## config.mk

```make
export PLATFORM = sky130hd
export DESIGN_NAME = dcache_port_arbiter
export DESIGN_NICKNAME = d
export VERILOG_FILES = /design/src/rtl/dcache_arb_pkg.sv /design/src/rtl/arb_streak_counter.sv /design/src/rtl/dcache_port_arbiter.sv
export SDC_FILE = /design/constraint.sdc
export NUM_CORES = 1
export LEC_CHECK = 0
export CORE_AREA = 2 2 208 210
export CTS_CLUSTER_SIZE = 30
export DETAILED_ROUTE_END_ITERATION = 10
export DIE_AREA = 0 0 210 212
export GPL_ROUTABILITY_DRIVEN = 0
export RECOVER_POWER = 50
export SLEW_MARGIN = 15
export SYNTH_ARGS = -nofsm -noshare
export SYNTH_HDL_FRONTEND = slang
export SYNTH_SLANG_ARGS = --single-unit
```

## constraint.sdc

```tcl
create_clock -name clk -period 10.9 [get_ports clk]
set_input_delay 1.09 -clock clk [delete_from_list [all_inputs] [get_ports clk]]
set_output_delay 1.09 -clock clk [all_outputs]
set_load 0.03 [all_outputs]
```

## src/rtl/dcache_arb_pkg.sv

```systemverilog
// Shared types for the D-cache port arbiter: owner encoding, the latched
// request record, and the fixed walker request shape.
package dcache_arb_pkg;

    typedef enum logic [1:0] {
        OWN_NONE = 2'd0,
        OWN_CORE = 2'd1,
        OWN_WALK = 2'd2
    } owner_e;

    localparam logic [1:0] WLEN_DWORD = 2'd3;

    typedef struct packed {
        logic [63:0] addr;
        logic        wrn;
        logic [63:0] wdata;
        logic [1:0]  wlen;
    } dc_req_t;

    // Page-table walker only ever issues full-doubleword reads.
    function automatic dc_req_t walk_req(input logic [63:0] addr);
        dc_req_t r;
        r.addr  = addr;
        r.wrn   = 1'b0;
        r.wdata = '0;
        r.wlen  = WLEN_DWORD;
        return r;
    endfunction

endpackage

```

## src/rtl/arb_streak_counter.sv

```systemverilog
// Saturating streak counter; counts walker wins while the core waits so the
// arbiter can force a core grant once the limit is reached.
module arb_streak_counter #(
    parameter int WIDTH = 4
) (
    input  logic             clk,
    input  logic             reset,
    input  logic             inc,
    input  logic             clr,
    input  logic [WIDTH-1:0] limit,
    output logic             at_limit,
    output logic [WIDTH-1:0] count
);

    // NOTE: sequential state uses non-blocking assignments so every flop
    // samples pre-edge values regardless of block ordering.
    always_ff @(posedge clk or posedge reset) begin
        if (reset) begin
            count <= '0;
        end else if (clr) begin
            count <= '0;
        end else if (inc && (count < limit)) begin
            count <= count + 1'b1;
        end
    end

    assign at_limit = (count == limit);

endmodule

```

## src/rtl/dcache_port_arbiter.sv

```systemverilog
// Shares the single D-cache request port between the core LSU and the MMU
// walker; grants are latched and held on the port until the cache completes.
module dcache_port_arbiter
    import dcache_arb_pkg::*;
#(
    parameter int STARVE_LIMIT = 4
) (
    input  logic        clk,
    input  logic        reset,
    input  logic        virtual_mode_in,

    input  logic        core_req_valid,
    input  logic [63:0] core_req_addr,
    input  logic        core_req_write,
    input  logic [63:0] core_req_wdata,
    input  logic [1:0]  core_req_wlen,
    output logic        core_req_ready,
    output logic [63:0] core_resp_rdata,
    output logic        core_resp_valid,
    output logic        core_resp_write_done,

    input  logic        walk_req_valid,
    input  logic [63:0] walk_req_addr,
    output logic        walk_req_ready,
    output logic [63:0] walk_resp_data,
    output logic        walk_resp_valid,

    output logic        dc_en,
    output logic [63:0] dc_addr,
    output logic        dc_wrn,
    output logic [63:0] dc_wdata,
    output logic [1:0]  dc_wlen,
    output logic        dc_virtual_mode,
    input  logic [63:0] dc_rdata,
    input  logic        dc_valid,
    input  logic        dc_write_done,

    output logic [1:0]  owner
);

    localparam int STREAK_W = 4;

    localparam logic [1:0] ST_IDLE = 2'd0;
    localparam logic [1:0] ST_CORE = 2'd1;
    localparam logic [1:0] ST_WALK = 2'd2;

    logic [1:0]          state;
    logic [1:0]          state_nxt;
    dc_req_t             hold;
    logic                busy;
    logic                in_idle;
    logic                core_win;
    logic                walk_win;
    logic                at_limit;
    logic                streak_inc;
    logic                streak_clr;
    logic [STREAK_W-1:0] streak_count;
    logic                rd_done;
    logic                wr_done;
    logic                core_rd_done;
    logic                core_wr_done;
    logic                walk_done;

    // Grants are blocked while reset is high so every output reads 0 in reset.
    assign in_idle  = (state == ST_IDLE) && !reset;
    assign core_win = in_idle && core_req_valid && (!walk_req_valid || at_limit);
    assign walk_win = in_idle && walk_req_valid && !core_win;

    assign core_req_ready = core_win;
    assign walk_req_ready = walk_win;

    // A read finishes only on dc_valid, a write only on dc_write_done.
    assign rd_done      = dc_valid && !hold.wrn;
    assign wr_done      = dc_write_done && hold.wrn;
    assign core_rd_done = (state == ST_CORE) && rd_done;
    assign core_wr_done = (state == ST_CORE) && wr_done;
    assign walk_done    = (state == ST_WALK) && rd_done;

    // NOTE: every combinationally assigned variable gets a default first so
    // no path leaves it unassigned and infers a latch.
    always_comb begin
        state_nxt = state;
        unique case (state)
            ST_IDLE: begin
                if (core_win) begin
                    state_nxt = ST_CORE;
                end else if (walk_win) begin
                    state_nxt = ST_WALK;
                end
            end
            ST_CORE: if (core_rd_done || core_wr_done) state_nxt = ST_IDLE;
            ST_WALK: if (walk_done) state_nxt = ST_IDLE;
            default: state_nxt = ST_IDLE;
        endcase
    end

    always_ff @(posedge clk or posedge reset) begin
        if (reset) begin
            state <= ST_IDLE;
        end else begin
            state <= state_nxt;
        end
    end

    // NOTE: the hold register is reset even though outputs are gated by
    // state, so no stale request survives a reset into a later transaction.
    always_ff @(posedge clk or posedge reset) begin
        if (reset) begin
            hold <= '0;
        end else if (core_win) begin
            hold <= '{addr:  core_req_addr,
                      wrn:   core_req_write,
                      wdata: core_req_wdata,
                      wlen:  core_req_wlen};
        end else if (walk_win) begin
            hold <= walk_req(walk_req_addr);
        end
    end

    assign streak_inc = walk_win && core_req_valid;
    assign streak_clr = core_win || ((state == ST_IDLE) && !core_req_valid);

    arb_streak_counter #(
        .WIDTH (STREAK_W)
    ) u_streak (
        .clk      (clk),
        .reset    (reset),
        .inc      (streak_inc),
        .clr      (streak_clr),
        .limit    (STREAK_W'(STARVE_LIMIT)),
        .at_limit (at_limit),
        .count    (streak_count)
    );

    // dc_en comes straight from the state flop, so it drops with async reset.
    assign busy            = (state != ST_IDLE);
    assign dc_en           = busy;
    assign dc_addr         = busy ? hold.addr  : '0;
    assign dc_wrn          = busy ? hold.wrn   : 1'b0;
    assign dc_wdata        = busy ? hold.wdata : '0;
    assign dc_wlen         = busy ? hold.wlen  : '0;
    assign dc_virtual_mode = virtual_mode_in && (state == ST_CORE);

    assign core_resp_valid      = core_rd_done;
    assign core_resp_rdata      = core_rd_done ? dc_rdata : '0;
    assign core_resp_write_done = core_wr_done;
    assign walk_resp_valid      = walk_done;
    assign walk_resp_data       = walk_done ? dc_rdata : '0;

    always_comb begin
        unique case (state)
            ST_CORE: owner = OWN_CORE;
            ST_WALK: owner = OWN_WALK;
            default: owner = OWN_NONE;
        endcase
    end

endmodule

```

# Word level (Yosys, flattened, before mapping)
# Cells that the tools add are included.
[word_totals] regBits=137 input_bits=266 output_inout_bits=268 word_cells=57
[classes] addsub=1 n_lt_le_gt_ge=1 eq_ne=6 mux=16 n_reduce_logical=27
[op_table] op="$mux 131" count=2
[op_table] op="$mux 64" count=4
[op_table] op="$logic_and 1x1->1" count=14
[op_table] op="$mux 2" count=5
[op_table] op="$mux 4" count=2
[op_table] op="$pmux 2 s3" count=1
[op_table] op="$reduce_bool 2->1" count=3
[op_table] op="$logic_not 1->1" count=5
[op_table] op="$add 4x1->4 const B" count=1
[op_table] op="$eq 4x3->1 const B" count=1
[op_table] op="$lt 4x3->1 const B" count=1
[op_table] op="$pmux 2 s2" count=1
[op_table] op="$logic_or 1x1->1" count=3
[op_table] op="$ne 3x3->1 const B" count=1
[op_table] op="$reduce_and 3->1" count=1
[op_table] op="$eq 2x1->1 const B" count=1
[op_table] op="$eq 2x2->1 const B" count=1
[op_table] op="$logic_not 2->1" count=1
[op_table] op="$ne 2x1->1 const B" count=1
[op_table] op="$ne 2x2->1 const B" count=1
[op_table] op="$mux 1" count=1

# Depth between registers and ports, before layout
[logic_depth] ltp_word=10 mapped_depth=9 mapped_depth_nobuf=7

# Hierarchy
# Synthesis repeated with hierarchy kept, for this count alone.
[hier_totals] cells_unflattened=875 area_unflattened_um2=7858.8
[by_module_without_submodules] module="dcache_port_arbiter" n_inst=1 cells_per_inst=837 area_each_um2=7502.2 seq_area_each_um2=3328.2
[by_module_without_submodules] module="arb_streak_counter" n_inst=1 cells_per_inst=38 area_each_um2=356.6 seq_area_each_um2=100.1

# Worst setup path before layout
# No wires, ideal clock.
[synth_timing] path_type="input port to output port" from="input dc_valid" to="output walk_resp_data[54]" arrival_ps=2100 required_time_ps=9810 setup_slack_ps=7710 stages=4 n_path_buf=1 path_cell_list="nand2b_1 > nor2b_1 > clkbuf_1 > and2_1"
[synth_between] elab_chain_len=3
[synth_rtl] item="start: declaration" line="dcache_port_arbiter.sv:35" source="input logic dc_valid,"
[synth_rtl] item="$logic_and 1x1->1" line="dcache_port_arbiter.sv:73" source="assign rd_done = dc_valid && !hold.wrn;"
[synth_rtl] item="$logic_and 1x1->1" line="dcache_port_arbiter.sv:77" source="assign walk_done = (state == ST_WALK) && rd_done;"
[synth_rtl] item="named net walk_resp_valid" line="dcache_port_arbiter.sv:26" source="output logic walk_resp_valid,"
[synth_rtl] item="$mux 64" line="dcache_port_arbiter.sv:148" source="assign walk_resp_data = walk_done ? dc_rdata : '0;"
[synth_rtl] item="end: declaration" line="dcache_port_arbiter.sv:25" source="output logic [63:0] walk_resp_data,"
# The timed path passes the listed nets, and every way through them passes these cells.

# Final worst setup path
[layout_timing] from="input reset" to="register hold[119] in the netlist's numbering"
[layout_between] elab_chain_len=7 word_cells_on_any_way=9 classes_between="mux (1); reduce/logical (8)"
[layout_rtl] item="start: declaration" line="dcache_port_arbiter.sv:9" source="input logic reset,"
[layout_rtl] item="$logic_not 1->1 (no line) *"
[layout_rtl] item="$logic_and 1x1->1 *" line="dcache_port_arbiter.sv:65" source="assign in_idle = (state == ST_IDLE) && !reset;"
[layout_rtl] item="$logic_and 1x1->1 (2 in a row)" line="dcache_port_arbiter.sv:66" source="assign core_win = in_idle && core_req_valid && (!walk_req_valid || at_limit);"
[layout_rtl] item="$logic_not 1->1" line="dcache_port_arbiter.sv:67" source="assign walk_win = in_idle && walk_req_valid && !core_win;"
[layout_rtl] item="$logic_and 1x1->1" line="dcache_port_arbiter.sv:67"
[layout_rtl] item="$reduce_bool 2->1 (no line)"
[layout_rtl] item="end signal: assignment" line="dcache_port_arbiter.sv:111" source="hold <= '{addr: core_req_addr,"
[layout_rtl] item="end signal: assignment" line="dcache_port_arbiter.sv:116" source="hold <= walk_req(walk_req_addr);"
[layout_rtl] item="end: declaration" line="dcache_port_arbiter.sv:49" source="dc_req_t hold;"
# Every way passes the cells marked *; elsewhere a longest branch is shown, timed or not.
# A chain may end at the register's enable or synchronous reset.

==> flow_metrics.tcl <==
set metrics [dict create \
    status "finished, violations left" \
    failed_checks "capacitance limit, slew limit" \
    routed_via_density 4.20 \
    cts_num_sinks 137 \
    total_via_count_after_detailed_routing 7718 \
    netlist_area_pre_place_sq_um 7230 \
    clock_insertion_delay_worst_skew_ns 0.45 \
    hold_violations 0 \
    drv_slew 393 \
    multi_input_comb_area_sq_um 3480 \
    syn-num-nets 1050 \
    cts.hold.buffers_added 0 \
    initial_drt_pass_iterations 4 \
    grt_remaining_overflow 0 \
    top_level_ports 534 \
    wl_um 36900 \
    clock-root-buffer "sky130_fd_sc_hd__clkbuf_16" \
    worst-endpoint-arrival_ns 7.45 \
    drc 0 \
    worst_min_delay_path_class "flip-flop to flip-flop" \
    cp-end-kind "flip-flop" \
    timing.final.setup_violations 0 \
    syn_to_final_growth_pct 89.3 \
    cts_tree "yes" \
    worst_clock_skew_ns 0.0177 \
    syn_area_per_cell_sq_um 9.24 \
    area.sequential_sq_um 3430 \
    synth.yosys.seq_area_share_pct 47.4 \
    critical_path.max_fanout 75 \
    netlist_instances 782 \
    post_drt_wl_per_cell_um 20.1 \
    timing.fmax_ghz 0.141 \
    post_cts_resize_count 0 \
    dp_hpwl_um 28600 \
    maximum_number_of_pins_on_one_net_before_global_route_repair 106 \
    rows 76 \
    tightestPinTransition_ns 4.04 \
    place_ws_ns 5.77 \
    postLayoutSetupSlackWorst_ns 3.82 \
    first_global_vias 8097 \
    yosys_warnings 0 \
    floorplan.die.width_um 210 \
    rsz0062_at_grt "no" \
    max-clock-path-buffers 2 \
    maxCapViolations 6 \
    grt_usage_pct 16.2 \
    ys_seq_elements 137 \
    clkSlewWorstSetupHoldPaths_ns 0.06 \
    coreArea_sq_um 42500 \
    drt-initial-drc-count 373 \
    floorplan.initialDensity_pct 17.0 \
    tritoncts.num_buffers 17 \
    grt_antenna_before_repair 7 \
    die_ht_um 212 \
    drive_above_1_share_pct 3.26 \
    cts_htree_levels 4 \
    max_slew_margin_pct -171 \
    yosysUniqueCellTypes 33 \
    final_net_count 1544 \
    post_cts_setup_repair_buffer_count 0 \
    critical-path-slowest-cell "sky130_fd_sc_hd__clkbuf_1" \
    fp.dieArea_sq_um 44500 \
    power_density_nw_per_um2 177 \
    buffers_added_on_ports 533 \
    worst_path_largest_cell_delay_ns 2.68 \
    finalSetupTns_ns 0 \
    crit_required_ns 11.27 \
    fin_crit_ns 7.08 \
    drtAntennaViolNets 0 \
    worstSetupStartpointType "input port" \
    grt_first_pass_wirelength_um 52300 \
    vdd.ir_drop.worst_mv 0.0827 \
    nFillCells 4461 \
    power.leakage_nw 5.74 \
    path_cells "dlygate4sd3_1 > nor3_1 > o211ai_1 > inv_4 > clkbuf_1 > a22oi_1 > nand2_1" \
    critPathKind "input port to flip-flop" \
    layout_worst_path_cycle_share_pct 65.0 \
]
## state kept, by name, summed over array words and instances, names as in the netlist
signal          count
state               2
hold              131
u_streak.count      4
## synth_stat cells
library cell,number,area share [%]
sky130_fd_sc_hd__nand2b_1,2,0.17
sky130_fd_sc_hd__a2111oi_4,1,0.38
sky130_fd_sc_hd__nor2b_1,3,0.26
sky130_fd_sc_hd__nor3_1,1,0.069
sky130_fd_sc_hd__a21boi_0,1,0.10
sky130_fd_sc_hd__o32ai_1,1,0.12
sky130_fd_sc_hd__o21ai_1,1,0.069
sky130_fd_sc_hd__nand3b_1,1,0.10
sky130_fd_sc_hd__and2_1,261,23
sky130_fd_sc_hd__a21o_1,1,0.10
sky130_fd_sc_hd__nor3_2,1,0.14
sky130_fd_sc_hd__inv_2,3,0.16
sky130_fd_sc_hd__a22o_1,65,7.9
sky130_fd_sc_hd__buf_1,1,0.052
sky130_fd_sc_hd__buf_6,2,0.31
sky130_fd_sc_hd__a31oi_1,1,0.087
sky130_fd_sc_hd__o211ai_2,1,0.17
sky130_fd_sc_hd__o22a_1,2,0.24
sky130_fd_sc_hd__nand4bb_1,1,0.16
sky130_fd_sc_hd__and3b_1,1,0.12
sky130_fd_sc_hd__a21oi_1,35,2.4
sky130_fd_sc_hd__buf_2,23,1.6
sky130_fd_sc_hd__ha_1,2,0.35
sky130_fd_sc_hd__nand2_1,113,5.9
sky130_fd_sc_hd__dfrtp_1,137,47
sky130_fd_sc_hd__nor2_1,22,1.1
sky130_fd_sc_hd__o21a_1,1,0.10
sky130_fd_sc_hd__o21ai_0,4,0.28
sky130_fd_sc_hd__inv_1,5,0.26
sky130_fd_sc_hd__clkbuf_1,39,2.0
sky130_fd_sc_hd__a21boi_2,1,0.16
sky130_fd_sc_hd__nand3_1,1,0.069
sky130_fd_sc_hd__a22oi_1,48,5.0
## final timing paths
check	from	to	slack, ns	depth (start not counted)
setup / recovery	reset	hold[119]	3.82	7
hold / removal	hold[0]	hold[0]	0.48	1
setup reg to reg	state[0]	hold[119]	4.62	6
hold reg to reg	hold[0]	hold[0]	0.48	1
max in group asynchronous	reset	hold[96]	4.39	3
min in group asynchronous	reset	hold[52]	2.43	2
## power by group
group | total (mW) | internal [mW] | switching [mW]
Combinational | 1.04 | 0.453 | 0.589
Sequential | 0.721 | 0.650 | 0.0715
Clock | 0.663 | 0.429 | 0.233
Total | 2.42 | 1.53 | 0.894
## stage by stage
| step | power [mW] | std cells | hold WS, ns | cell area [sq um] | utilization, % |
|---|---|---|---|---|---|
| after floorplan | 1.30 | 782 | 0.452 | 7230 | - |
| final | 2.42 | 1838 | 0.476 | 13700 | 32.2 |
| after CTS | 2.47 | 1835 | 0.487 | 13700 | 32.3 |
| after global placement | 1.78 | 1803 | 0.467 | 13100 | 30.7 |
| after global routing | 2.56 | 1837 | 0.504 | 13700 | 32.2 |
| after detailed placement | 1.79 | 1803 | 0.471 | 13100 | 30.7 |
## layer usage
layer  track usage, %  part of all wire, %
met5                0                 0.11
met2             29.1                   52
met1             16.1                   35
met3             5.89                  7.4
met4             9.46                  5.0
## area by class of cell
class                      instances  share of cell area [%]
antenna                            3                  0.0549
clock buffer                      21                    3.51
clock inverter                    11                    1.40
inverter                           8                   0.256
multi-input combinational        572                    25.4
sequential                       137                    25.1
tap                              546                    5.00
timing repair buffer             540                    39.3
## worst max-delay path: cells and delay by family
kind	cells	cell delay (ns)
buffers and inverters	3	4.20
AOI/OAI and AO/OA	2	1.33
and+or+nand+nor	2	0.68
## cells in the final DEF (no fill, tap or decap), types with 5 or more instances in the layout
master / n
sky130_fd_sc_hd__nor2_1: 21
sky130_fd_sc_hd__nand2_1: 113
sky130_fd_sc_hd__clkbuf_16: 17
sky130_fd_sc_hd__dfrtp_1: 137
sky130_fd_sc_hd__a21oi_1: 35
sky130_fd_sc_hd__inv_1: 5
sky130_fd_sc_hd__and2_0: 22
sky130_fd_sc_hd__and2_1: 239
sky130_fd_sc_hd__dlygate4sd3_1: 16
sky130_fd_sc_hd__a22o_1: 65
sky130_fd_sc_hd__clkdlybuf4s50_1: 517
sky130_fd_sc_hd__a22oi_1: 48
sky130_fd_sc_hd__bufinv_16: 5
## cell families (layout without fill, tap and decap cells)
logic type / after synthesis / after routing / share of synthesized area (%)
buffers and inverters: 73 / 580 / 4.40
AO/OA/AOI/OAI: 163 / 163 / 17.1
other: 0 / 3 / 0
adder cells (fa/ha/maj): 2 / 2 / 0.346
AND/OR/NAND/NOR: 407 / 407 / 30.7
flip-flops: 137 / 137 / 47.4
No activity file was read; power rests on OpenSTA's default activity.
